<file path="src/rtl/min_finder_1.sv">
// Registered minimum / second-minimum finder over sixteen 4-bit operands.
// A combinational pairwise merge tree feeds a single bank of output registers.
module min_finder_1 (
  input  logic       clk,
  input  logic       rst,
  input  logic       in_valid,
  input  logic [3:0] I0,
  input  logic [3:0] I1,
  input  logic [3:0] I2,
  input  logic [3:0] I3,
  input  logic [3:0] I4,
  input  logic [3:0] I5,
  input  logic [3:0] I6,
  input  logic [3:0] I7,
  input  logic [3:0] I8,
  input  logic [3:0] I9,
  input  logic [3:0] I10,
  input  logic [3:0] I11,
  input  logic [3:0] I12,
  input  logic [3:0] I13,
  input  logic [3:0] I14,
  input  logic [3:0] I15,
  output logic [3:0] min1,
  output logic [3:0] min2,
  output logic [3:0] index_min1,
  output logic       out_valid
);

  typedef struct packed {
    logic [3:0] mn;
    logic [3:0] sec;
    logic [3:0] idx;
  } node_t;

  // Operand a always covers the lower indices, so ties keep a's index.
  function automatic node_t merge_nodes(input node_t a, input node_t b);
    node_t r;
    if (a.mn <= b.mn) begin
      r.mn  = a.mn;
      r.idx = a.idx;
      r.sec = (a.sec <= b.mn) ? a.sec : b.mn;
    end else begin
      r.mn  = b.mn;
      r.idx = b.idx;
      r.sec = (a.mn <= b.sec) ? a.mn : b.sec;
    end
    return r;
  endfunction

  logic [3:0] operand [16];
  node_t      single  [16];
  node_t      lvl1    [8];
  node_t      lvl2    [4];
  node_t      lvl3    [2];
  node_t      root;

  assign operand[0]  = I0;
  assign operand[1]  = I1;
  assign operand[2]  = I2;
  assign operand[3]  = I3;
  assign operand[4]  = I4;
  assign operand[5]  = I5;
  assign operand[6]  = I6;
  assign operand[7]  = I7;
  assign operand[8]  = I8;
  assign operand[9]  = I9;
  assign operand[10] = I10;
  assign operand[11] = I11;
  assign operand[12] = I12;
  assign operand[13] = I13;
  assign operand[14] = I14;
  assign operand[15] = I15;

  always_comb begin
    for (int k = 0; k < 16; k++) begin
      single[k].mn  = operand[k];
      single[k].sec = 4'hF;
      single[k].idx = 4'(k);
    end
  end

  always_comb begin
    for (int j = 0; j < 8; j++) begin
      lvl1[j] = merge_nodes(single[2*j], single[2*j+1]);
    end
  end

  always_comb begin
    for (int j = 0; j < 4; j++) begin
      lvl2[j] = merge_nodes(lvl1[2*j], lvl1[2*j+1]);
    end
  end

  always_comb begin
    for (int j = 0; j < 2; j++) begin
      lvl3[j] = merge_nodes(lvl2[2*j], lvl2[2*j+1]);
    end
  end

  assign root = merge_nodes(lvl3[0], lvl3[1]);

  // Results hold while in_valid is low; out_valid is a one-cycle strobe.
  always_ff @(posedge clk or posedge rst) begin
    if (rst) begin
      min1       <= 4'd0;
      min2       <= 4'd0;
      index_min1 <= 4'd0;
      out_valid  <= 1'b0;
    end else begin
      out_valid <= in_valid;
      if (in_valid) begin
        min1       <= root.mn;
        min2       <= root.sec;
        index_min1 <= root.idx;
      end
    end
  end

endmodule

</file>
<file path="config.mk">
export PLATFORM = sky130hd
export DESIGN_NAME = min_finder_1
export DESIGN_NICKNAME = d
export VERILOG_FILES = /design/src/rtl/min_finder_1.sv
export SDC_FILE = /design/constraint.sdc
export NUM_CORES = 1
export LEC_CHECK = 0
export ABC_AREA = 1
export BUFFER_PORTS_ARGS = -buffer_cell sky130_fd_sc_hd__buf_4
export CAP_MARGIN = 20
export CORE_ASPECT_RATIO = 1.2
export CORE_MARGIN = 2
export CORE_UTILIZATION = 35
export DETAILED_ROUTE_END_ITERATION = 12
export PLACE_DENSITY_LB_ADDON = 0.08
export SLEW_MARGIN = 0
export SYNTH_ARGS = -nofsm -noshare
export SYNTH_HDL_FRONTEND = slang
export SYNTH_SLANG_ARGS = --single-unit
</file>
<file path="constraint.sdc">
create_clock -name clk -period 0.8 [get_ports clk]
set_input_delay 0.12 -clock clk [delete_from_list [all_inputs] [get_ports clk]]
set_output_delay 0.12 -clock clk [all_outputs]
set_load 0.02 [all_outputs]
</file>
==> flow_summary_export.csv <==
group,metric,value,unit
outcome,outcome,"finished, violations left",
outcome,violations,"setup timing",
global_routing,grt_pass1_wl,37500,um
sta,slew_viol_final,0,
synth,synth-main-ff-cell,"dfrtp_1",
power,p_total,61200,uW
power,ir_worst_vdd,3.53,mV
worst_hold_path,hold-path-cell-count,2,
synth,yosysWarningCount,0,
layout,final_common_cell,"buf_4",
routing,first_pass_iters,6,
synth,synth-seq-cells,13,
sta,finalHoldViolCount,0,
worst_setup_path,timing.rr.end,"min1[3]",
worst_setup_path,rr_worst_depth,3,
floorplanning,start_util,0.358,
global_routing,gr-usage-all-layers,0.233,
sta,tightest_slew,0.471,ns
sta,setup_viol,25,
clock_network,cts_buffers,3,
placed_design,gp_congestion,0.888,
routing,wl,25000,um
layout,final_area,13000,um2
floorplanning,core.rowCount,53,
synth,yosysUniqueCellTypes,35,
sta,maxSlewHeadroom,0.683,
worst_hold_path,worstHoldPathType,"in -> reg",
layout,utilization,0.743,
placed_design,dpl_cell_area,10000,um2
worst_setup_path,r2r_start,"min1[3]",
worst_setup_path,cp.required,0.94,ns
floorplanning,dieArea,19000,um2
routing,vias_per_cell,4.85,
synth,async_reset_ff_frac,1.00,
worst_setup_path,critPathSlowestCell,"ha_4",
worst_setup_path,critPathLaunch,"I15[1]",
global_routing,grt_start_max_net_pins,17,
worst_setup_path,path_common_cell,"nand2_4",
clock_network,worst_skew_pair.late_latency,0.24,ns
layout,final_cell_mix,"455 x buf_4, 281 x nand2_1, 129 x inv_1",
worst_setup_path,slowest_delay,0.28,ns
sta,fin_skew,0,ns
synth,yosysSeqAreaShare,0.0519,
routing,vias,9076,
power,power_density,4700,nW/um2
routing,dr.first_iter.drc_count,294,
floorplanning,core,17500,um2
clock_network,ctsLongestPathBuffers,2,
clock_network,cts.sinks,13,
worst_setup_path,regToRegSetupSlack,0,ns
clock_network,cts_root_buf,"clkbuf_16",
floorplanning,io_pins,80,
worst_setup_path,end_kind,"register",
sta,finalCritPeriodShare,5.86,
synth,synth_edf_count,0,
placed_design,dp_hpwl,18000,um
global_routing,gr-total-overflow,0,
worst_setup_path,crit_arrival,4.83,ns
floorplanning,die_h,151,um
routing,ant_nets,0,
synth,syn_avg_cell_area,5.51,um2
layout,drive_gt1_frac,0.603,
layout,syn_to_final_growth,108,%
placed_design,numPortBuffers,79,
clock_network,htree_num_levels,1,
synth,netlist_area,6260,um2
sta,max_freq,213,MHz
sta,timing.final.ws_setup,-3.89,ns
synth,syn_inst,1137,
sta,rsz0062_at_grt,"true",
floorplanning,die_x,126,um
global_routing,grt_pass1_vias,8614,
routing,drc,0,
synth,syn_nets,1300,
global_routing,grt_antenna_before_repair,0,
worst_setup_path,crit_end,"min2[2]",
worst_setup_path,critPathLaunchType,"primary input",
clock_network,cts_tree,"yes",
layout,n_antenna_cell,0,
sta,fin_crit,4.69,ns
clock_network,path_clk_slew,0.05,ns
worst_setup_path,worst-setup-path-type,"in -> reg",
routing,wl_per_cell,13.3,um
job,cap_viol_max_count,0,
worst_setup_path,critPathMaxFanout,7,
layout,fin_nets,1815,
power,p_leak,0.00694,uW
synthesized netlist by cell type, drive strengths merged (2+ instances only):
cell type,n,share of area
nand4,8,0.0080
nand2,446,0.30
inv,220,0.13
nor2,36,0.025
a32oi,9,0.013
clkinv,2,0.0012
and2,14,0.015
dfrtp,13,0.052
a221o,2,0.0032
o21bai,9,0.011
nor3,2,0.0016
a31oi,3,0.0030
nand3,163,0.14
o211ai,6,0.0072
ha,96,0.19
clkbuf,3,0.0018
buf,13,0.018
nand3b,6,0.0072
a21oi,23,0.018
o21ai,59,0.048
layout make-up:
class,count,area [um2]
multi-input cells,891,7200
fillers,1366,4490
repair buffers,520,4220
inverters,222,913
flip-flops and latches,13,325
well taps,220,275
clock buffers,4,78.8
repair inverters,1,7.51
timing repair:
action,4_1_cts,5_1_grt
resized for setup,241,282
setup buffers,53,40
endpoints found under the hold margin,13,0
cloned,6,0
hold buffers,1,0
setup endpoints to repair,25,25
pin swaps,120,165
metal layers:
layer / global-route usage / vias to the layer above / wire length [um]
li1: - / 4680 / -
met1: 0.257 / 4174 / 9420
met2: 0.473 / 155 / 14000
met3: 0.00675 / 67 / 489
met4: 0.0769 / 0 / 1030
met5: 0 / - / 0
state kept, by name, summed over array words and instances, names as in the netlist:
| signal | flops |
|---|---|
| min2 | 4 |
| out_valid | 1 |
| min1 | 4 |
| index_min1 | 4 |
worst max-delay path: cells and delay by family:
family	cells	cell delay, ns
AOI/OAI and AO/OA	7	1.09
adders and majority gates	4	1.01
buffers and inverters	12	1.11
and+or+nand+nor	18	1.47
power by group:
part | switching, uW | internal (uW)
combinational | 30300 | 28700
clock | 286 | 673
sequential | 226 | 1050
worst min-delay path by stage:
stage	start	end	slack (ns)
2_1_floorplan	rst	index_min1[0]	-0.003
3_3_place_gp	rst	out_valid	0.13
3_5_place_dp	rst	index_min1[3]	0.13
4_1_cts	in_valid	out_valid	0.16
5_1_grt	in_valid	out_valid	0.17
6_report	in_valid	out_valid	0.16
cell families after synthesis:
family	Yosys count	share of synthesized area
simple gates	676	0.496
buf+inv	238	0.152
compound gates	113	0.106
fa+ha+maj	96	0.192
flops	13	0.0519
mux	1	0.00160
metrics by stage:
stage	setup TNS, ns	hold slack, ns	std cells	setup slack, ns
floorplan	-44.22	-0.00304	1137	-3.81
global placement	-50.07	0.129	1768	-4.24
detailed placement	-50.35	0.133	1768	-4.26
CTS	-43.97	0.161	1832	-3.71
global route	-49.10	0.173	1871	-4.14
finish	-46.25	0.161	1871	-3.89
(Power assumes the default switching activity.)
